## src/rtl/os_readout_ctrl_pkg.sv

```systemverilog
// Shared definitions for the output-stationary PSUM readout controller:
// FSM state encoding and the per-mode row counts.
package os_readout_ctrl_pkg;

  typedef enum logic [1:0] {
    ST_IDLE   = 2'd0,
    ST_ISSUE  = 2'd1,
    ST_STREAM = 2'd2
  } state_t;

  localparam int ONIJ_OS = 8;
  localparam int ONIJ_WS = 16;

endpackage

```

## src/rtl/os_readout_ctrl_relu_col.sv

```systemverilog
// Single-column ReLU: clamps a negative two's-complement partial sum to zero
// when enabled, otherwise passes the field through unchanged.
module relu_col #(
  parameter int psum_bw = 16
) (
  input  logic [psum_bw-1:0] din,
  input  logic               relu_en,
  output logic [psum_bw-1:0] dout
);

  assign dout = (relu_en && din[psum_bw-1]) ? {psum_bw{1'b0}} : din;

endmodule

```

## src/rtl/os_readout_ctrl.sv

```systemverilog
// PSUM SRAM readout controller: streams N rows (8 in OS mode, 16 in WS mode)
// from the PSUM memory to the host, with optional per-column ReLU.
module os_readout_ctrl
  import os_readout_ctrl_pkg::*;
#(
  parameter int psum_bw  = 16,
  parameter int col      = 8,
  parameter int max_onij = 16
) (
  input  logic                   clk,
  input  logic                   reset,
  input  logic                   readout_start,
  input  logic                   is_os,
  input  logic                   relu_en,
  output logic                   CEN_pmem,
  output logic [3:0]             A_pmem,
  input  logic [psum_bw*col-1:0] Q_pmem,
  output logic [psum_bw*col-1:0] readout,
  output logic                   readout_valid,
  output logic                   busy
);

  localparam int CW = $clog2(max_onij + 1);

  state_t                 state_r;
  logic [CW-1:0]          n_r;
  logic [CW-1:0]          row_r;
  logic                   cen_r;
  logic [3:0]             addr_r;
  logic                   valid_r;
  logic                   busy_r;
  logic [CW-1:0]          next_addr_s;
  logic [psum_bw*col-1:0] relu_s;

  // The SRAM address runs two ahead of the row on readout because of the
  // one-cycle read latency.
  assign next_addr_s = row_r + CW'(2);

  // Readout FSM: address issue, row counting and all registered outputs.
  always_ff @(posedge clk or negedge reset) begin
    if (!reset) begin
      state_r <= ST_IDLE;
      n_r     <= CW'(ONIJ_OS);
      row_r   <= {CW{1'b0}};
      cen_r   <= 1'b1;
      addr_r  <= 4'd0;
      valid_r <= 1'b0;
      busy_r  <= 1'b0;
    end else begin
      case (state_r)
        ST_IDLE: begin
          if (readout_start) begin
            state_r <= ST_ISSUE;
            n_r     <= is_os ? CW'(ONIJ_OS) : CW'(ONIJ_WS);
            row_r   <= {CW{1'b0}};
            cen_r   <= 1'b0;
            addr_r  <= 4'd0;
            busy_r  <= 1'b1;
          end else begin
            cen_r   <= 1'b1;
            addr_r  <= 4'd0;
            valid_r <= 1'b0;
            busy_r  <= 1'b0;
          end
        end
        ST_ISSUE: begin
          state_r <= ST_STREAM;
          row_r   <= {CW{1'b0}};
          valid_r <= 1'b1;
          cen_r   <= 1'b0;
          addr_r  <= 4'd1;
        end
        ST_STREAM: begin
          if (row_r == n_r - CW'(1)) begin
            state_r <= ST_IDLE;
            row_r   <= {CW{1'b0}};
            valid_r <= 1'b0;
            busy_r  <= 1'b0;
            cen_r   <= 1'b1;
            addr_r  <= 4'd0;
          end else begin
            row_r <= row_r + CW'(1);
            // Stop reading once the last address has been issued.
            if (next_addr_s < n_r) begin
              cen_r  <= 1'b0;
              addr_r <= next_addr_s[3:0];
            end else begin
              cen_r  <= 1'b1;
              addr_r <= 4'd0;
            end
          end
        end
        default: begin
          state_r <= ST_IDLE;
          row_r   <= {CW{1'b0}};
          cen_r   <= 1'b1;
          addr_r  <= 4'd0;
          valid_r <= 1'b0;
          busy_r  <= 1'b0;
        end
      endcase
    end
  end

  for (genvar c = 0; c < col; c++) begin : g_col
    relu_col #(.psum_bw(psum_bw)) u_relu (
      .din     (Q_pmem[c*psum_bw +: psum_bw]),
      .relu_en (relu_en),
      .dout    (relu_s[c*psum_bw +: psum_bw])
    );
  end

  // SRAM data is already stable edge to edge, so gating it keeps row 0 on
  // the bus one edge after the ISSUE cycle.
  assign readout       = valid_r ? relu_s : {(psum_bw*col){1'b0}};
  assign readout_valid = valid_r;
  assign busy          = busy_r;
  assign CEN_pmem      = cen_r;
  assign A_pmem        = addr_r;

endmodule

```

## config.mk

```make
export PLATFORM = sky130hd
export DESIGN_NAME = os_readout_ctrl
export DESIGN_NICKNAME = d
export VERILOG_FILES = /design/src/rtl/os_readout_ctrl_pkg.sv /design/src/rtl/os_readout_ctrl_relu_col.sv /design/src/rtl/os_readout_ctrl.sv
export SDC_FILE = /design/constraint.sdc
export NUM_CORES = 1
export LEC_CHECK = 0
export BUFFER_PORTS_ARGS = -buffer_cell sky130_fd_sc_hd__buf_2
export CORE_AREA = 2 2 103 105
export DETAILED_ROUTE_END_ITERATION = 12
export DIE_AREA = 0 0 105 107
export PLACE_DENSITY = 0.52
export SETUP_SLACK_MARGIN = 0.3
export SYNTH_ARGS = -nofsm -noshare
export SYNTH_HDL_FRONTEND = slang
export SYNTH_SLANG_ARGS = --single-unit
```

## constraint.sdc

```tcl
create_clock -name clk -period 3 [get_ports clk]
set_clock_uncertainty 0.15 [all_clocks]
set_input_delay 0.3 -clock clk [delete_from_list [all_inputs] [get_ports clk]]
set_output_delay 0.3 -clock clk [all_outputs]
set_load 0.1 [all_outputs]
```

==> impl_metrics.prom <==
# TYPE chip_impl_metric gauge
chip_impl_metric{name="later_pin_clock_latency_in_the_skew_report",unit="ns"} 0.24
chip_impl_metric{name="first_pass_drt_iterations",unit=""} 4
chip_impl_info{name="clock_tree.root_cell",value="sky130_fd_sc_hd__clkbuf_8"} 1
chip_impl_metric{name="distinct_cells_synth",unit=""} 27
chip_impl_info{name="run_status",value="finished clean"} 1
chip_impl_metric{name="core_area",unit="mm2"} 0.0101
chip_impl_metric{name="ys.warnings.count",unit=""} 0
chip_impl_metric{name="clock_sinks",unit=""} 16
chip_impl_info{name="min-delay-path-class",value="in2reg"} 1
chip_impl_metric{name="grt_remaining_overflow",unit=""} 0
chip_impl_metric{name="power.density_cell_area",unit="mW/mm2"} 1200
chip_impl_info{name="worstReg2RegEnd",value="readout_valid"} 1
chip_impl_metric{name="wl_per_cell",unit="um"} 15.2
chip_impl_metric{name="cts_htree_levels",unit=""} 1
chip_impl_metric{name="port-buffer-count",unit=""} 267
chip_impl_metric{name="die_h",unit="um"} 107
chip_impl_metric{name="cts.clk_slew.worst_paths",unit="ns"} 0.06
chip_impl_metric{name="worst-path-max-fanout",unit=""} 15
chip_impl_metric{name="whs",unit="ns"} 0.0830
chip_impl_metric{name="gp_congestion",unit=""} 0.838
chip_impl_metric{name="cts-buffers-inserted",unit=""} 3
chip_impl_metric{name="synth-async-reset-ratio",unit=""} 1.00
chip_impl_metric{name="number_of_enable_type_register_cells_in_the_synthesized_netlist",unit=""} 0
chip_impl_metric{name="grt_pass1_vias",unit=""} 2455
chip_impl_metric{name="worst-r2r-cell-count",unit=""} 5
chip_impl_metric{name="maximum_vdd_drop",unit="mV"} 0.753
chip_impl_metric{name="stdcell_area",unit="mm2"} 0.00353
chip_impl_metric{name="grt_antenna_before_repair",unit=""} 1
chip_impl_info{name="hold_start",value="is_os"} 1
chip_impl_metric{name="post_synth_instance_area",unit="mm2"} 0.00176
chip_impl_metric{name="n_fill_cell",unit=""} 1100
chip_impl_info{name="highest_layer",value="met4"} 1
chip_impl_info{name="ys_top_cells_by_area",value="sky130_fd_sc_hd__and2_1 (46%), sky130_fd_sc_hd__dfrtp_1 (20%), sky130_fd_sc_hd__ha_1 (5.7%)"} 1
chip_impl_metric{name="sequential_area_share_after_synthesis",unit=""} 0.229
chip_impl_info{name="grt_setup_unrepaired",value="no"} 1
chip_impl_metric{name="post_drt_via_cell_ratio",unit=""} 3.98
chip_impl_metric{name="synth_seq_cells",unit=""} 16
chip_impl_metric{name="synthesis.nets",unit=""} 367
chip_impl_metric{name="drt_drc_violations_left",unit=""} 0
chip_impl_metric{name="starting_density_of_the_core",unit=""} 0.174
chip_impl_metric{name="cts_repair_resize_count",unit=""} 0
chip_impl_metric{name="met3WireLength",unit="um"} 855
chip_impl_metric{name="fmax",unit="MHz"} 444
chip_impl_info{name="synth_ff_type",value="sky130_fd_sc_hd__dfrtp_1"} 1
chip_impl_metric{name="cts_buffer_depth",unit=""} 2
chip_impl_info{name="start_kind",value="register"} 1
chip_impl_metric{name="flow.area_growth_from_synthesis",unit="%"} 101
chip_impl_metric{name="tightest_slew",unit="ns"} 0.520
chip_impl_metric{name="multi_input_comb_area",unit="mm2"} 0.00140
chip_impl_metric{name="reg2reg_setup_slack",unit="ns"} 1.06
chip_impl_metric{name="wl",unit="um"} 9630
chip_impl_metric{name="final_min_period_over_clock_period",unit=""} 0.751
chip_impl_metric{name="dieArea",unit="mm2"} 0.0112
chip_impl_metric{name="placed_cell_area",unit="mm2"} 0.00348
chip_impl_metric{name="chipWidth",unit="um"} 105
chip_impl_info{name="worstSetupPathType",value="reg2out"} 1
chip_impl_info{name="synth_commonest_cells",value="sky130_fd_sc_hd__and2_1 (129), sky130_fd_sc_hd__dfrtp_1 (14), sky130_fd_sc_hd__clkbuf_1 (9), sky130_fd_sc_hd__nand2_1 (9)"} 1
chip_impl_metric{name="max-slew-margin-rel",unit=""} 0.656
chip_impl_metric{name="synth_cells",unit=""} 226
chip_impl_metric{name="wire_length_of_the_first_global_routing_pass",unit="um"} 13700
chip_impl_metric{name="grt_use_total",unit=""} 0.156
chip_impl_metric{name="slew_viol_final",unit=""} 0
chip_impl_metric{name="signal_arrival_time_at_the_worst_endpoint",unit="ns"} 1.80
chip_impl_metric{name="finalSetupTns",unit="ns"} 0
chip_impl_metric{name="setup-violations-final",unit=""} 0
chip_impl_metric{name="antenna_violating_nets_post_route",unit=""} 0
chip_impl_info{name="synth_largest_area_cell",value="sky130_fd_sc_hd__and2_1"} 1
chip_impl_metric{name="post-synth-top-area-fraction",unit=""} 0.459
chip_impl_info{name="synthMostInstantiatedCell",value="sky130_fd_sc_hd__and2_1"} 1
chip_impl_metric{name="worst_ep_required_time",unit="ns"} 2.55
chip_impl_metric{name="io-pin-count",unit=""} 268
chip_impl_metric{name="maximum_number_of_pins_on_one_net_before_global_route_repair",unit=""} 17
chip_impl_metric{name="layout_min_cycle_time",unit="ns"} 2.25
chip_impl_metric{name="holdPathStages",unit=""} 2
chip_impl_metric{name="num_vias",unit=""} 2522
chip_impl_metric{name="finish.net_count",unit=""} 639
chip_impl_metric{name="route.layer.met1.wl",unit="um"} 4290
chip_impl_metric{name="cap_viol_max_count",unit=""} 0
chip_impl_metric{name="leakage",unit="nW"} 2.17
chip_impl_metric{name="layout.area.seq",unit="um2"} 403
chip_impl_info{name="critPathCaptureType",value="primary output"} 1
chip_impl_metric{name="hpwlAfterDp",unit="um"} 8440
chip_impl_info{name="cts_tree",value="yes"} 1
chip_impl_metric{name="timing_hold_violations_final",unit=""} 0
chip_impl_info{name="hold_path_endpoint",value="n_r[4]"} 1
chip_impl_info{name="r2r_start",value="row_r[1]"} 1
chip_impl_metric{name="rows",unit=""} 37
chip_impl_metric{name="drt_first_iter_violations",unit=""} 81
chip_impl_metric{name="met2WireLength",unit="um"} 4430
chip_impl_metric{name="mean_area_per_synthesized_cell",unit="um2"} 7.78
chip_impl_metric{name="layout-drive-gt1-share",unit=""} 0.742
cells in the final DEF (no fill, tap or decap), types with 5 or more instances in the layout:
cell type,netlist,layout
sky130_fd_sc_hd__and2_1,129,49
sky130_fd_sc_hd__dfrtp_1,14,14
sky130_fd_sc_hd__ha_1,8,8
sky130_fd_sc_hd__o21ai_0,5,5
sky130_fd_sc_hd__buf_4,0,11
sky130_fd_sc_hd__and2_2,0,80
sky130_fd_sc_hd__buf_12,0,5
sky130_fd_sc_hd__a21oi_1,5,5
sky130_fd_sc_hd__a21boi_0,8,8
sky130_fd_sc_hd__buf_2,1,261
sky130_fd_sc_hd__nand2_1,9,9
flip-flops by register name, indices dropped and copies added (netlist names):
| signal | cells |
|---|---|
| CEN_pmem | 1 |
| busy | 1 |
| state_r | 2 |
| row_r | 5 |
| A_pmem | 4 |
| n_r | 2 |
| readout_valid | 1 |
power by group:
group	internal (W)	switching [W]
combinational	0.000703	0.00302
sequential	0.000288	0.0000552
clock	0.0000888	0.0000664
total	0.00108	0.00314
final cells by class:
cell class	count	share of cell area
antenna	1	0.000709
tap	136	0.0482
inverter	3	0.00319
sequential	16	0.114
clock buffer	3	0.0117
timing repair buffer	278	0.425
multi-input combinational	196	0.397
repair_timing:
item	4_1_cts	5_1_grt
setup buffers	0	0
hold endpoints to repair	14	0
hold buffers	1	0
per-stage QoR:
step | setup WS [ns] | total power [W] | utilization | cells
2_1_floorplan | 0.347 | 0.00342 | - | 226
6_report | 0.746 | 0.00422 | 0.350 | 633
3_3_place_gp | 0.969 | 0.00408 | 0.344 | 628
4_1_cts | 0.663 | 0.00426 | 0.349 | 632
3_5_place_dp | 0.943 | 0.00409 | 0.344 | 628
5_1_grt | 0.547 | 0.00439 | 0.349 | 632
worst max-delay path by stage:
stage                  start     endpoint  cells past startpoint
3_3_place_gp   readout_valid  readout[72]                      4
2_1_floorplan  readout_valid   readout[0]                      2
3_5_place_dp   readout_valid  readout[71]                      4
5_1_grt        readout_valid  readout[71]                      4
6_report       readout_valid  readout[71]                      4
4_1_cts        readout_valid  readout[71]                      4
critical path, cell delays in order, from the launching register on:
cell	delay (ns)
sky130_fd_sc_hd__dfrtp_1	0.48
sky130_fd_sc_hd__a21boi_0	0.29
sky130_fd_sc_hd__buf_4	0.23
sky130_fd_sc_hd__and2_2	0.16
sky130_fd_sc_hd__buf_2	0.42
per-layer routing:
metal	track usage	vias to the layer above
li1	-	1255
met1	0.207	1155
met2	0.256	108
met3	0.0541	4
met4	0.0133	0
met5	0	-
kinds of logic (layout without fill, tap and decap cells):
| logic type | count (synthesis) | after routing | share of synthesized area |
|---|---|---|---|
| other cells | 0 | 1 | 0 |
| compound gates | 22 | 22 | 0.0868 |
| mux | 7 | 7 | 0.0469 |
| flops | 16 | 16 | 0.229 |
| fa+ha+maj | 8 | 8 | 0.0569 |
| xor+xnor | 3 | 3 | 0.0149 |
| simple gates | 156 | 156 | 0.535 |
| buf+inv | 14 | 284 | 0.0306 |
No activity file was read; power rests on OpenSTA's default activity.
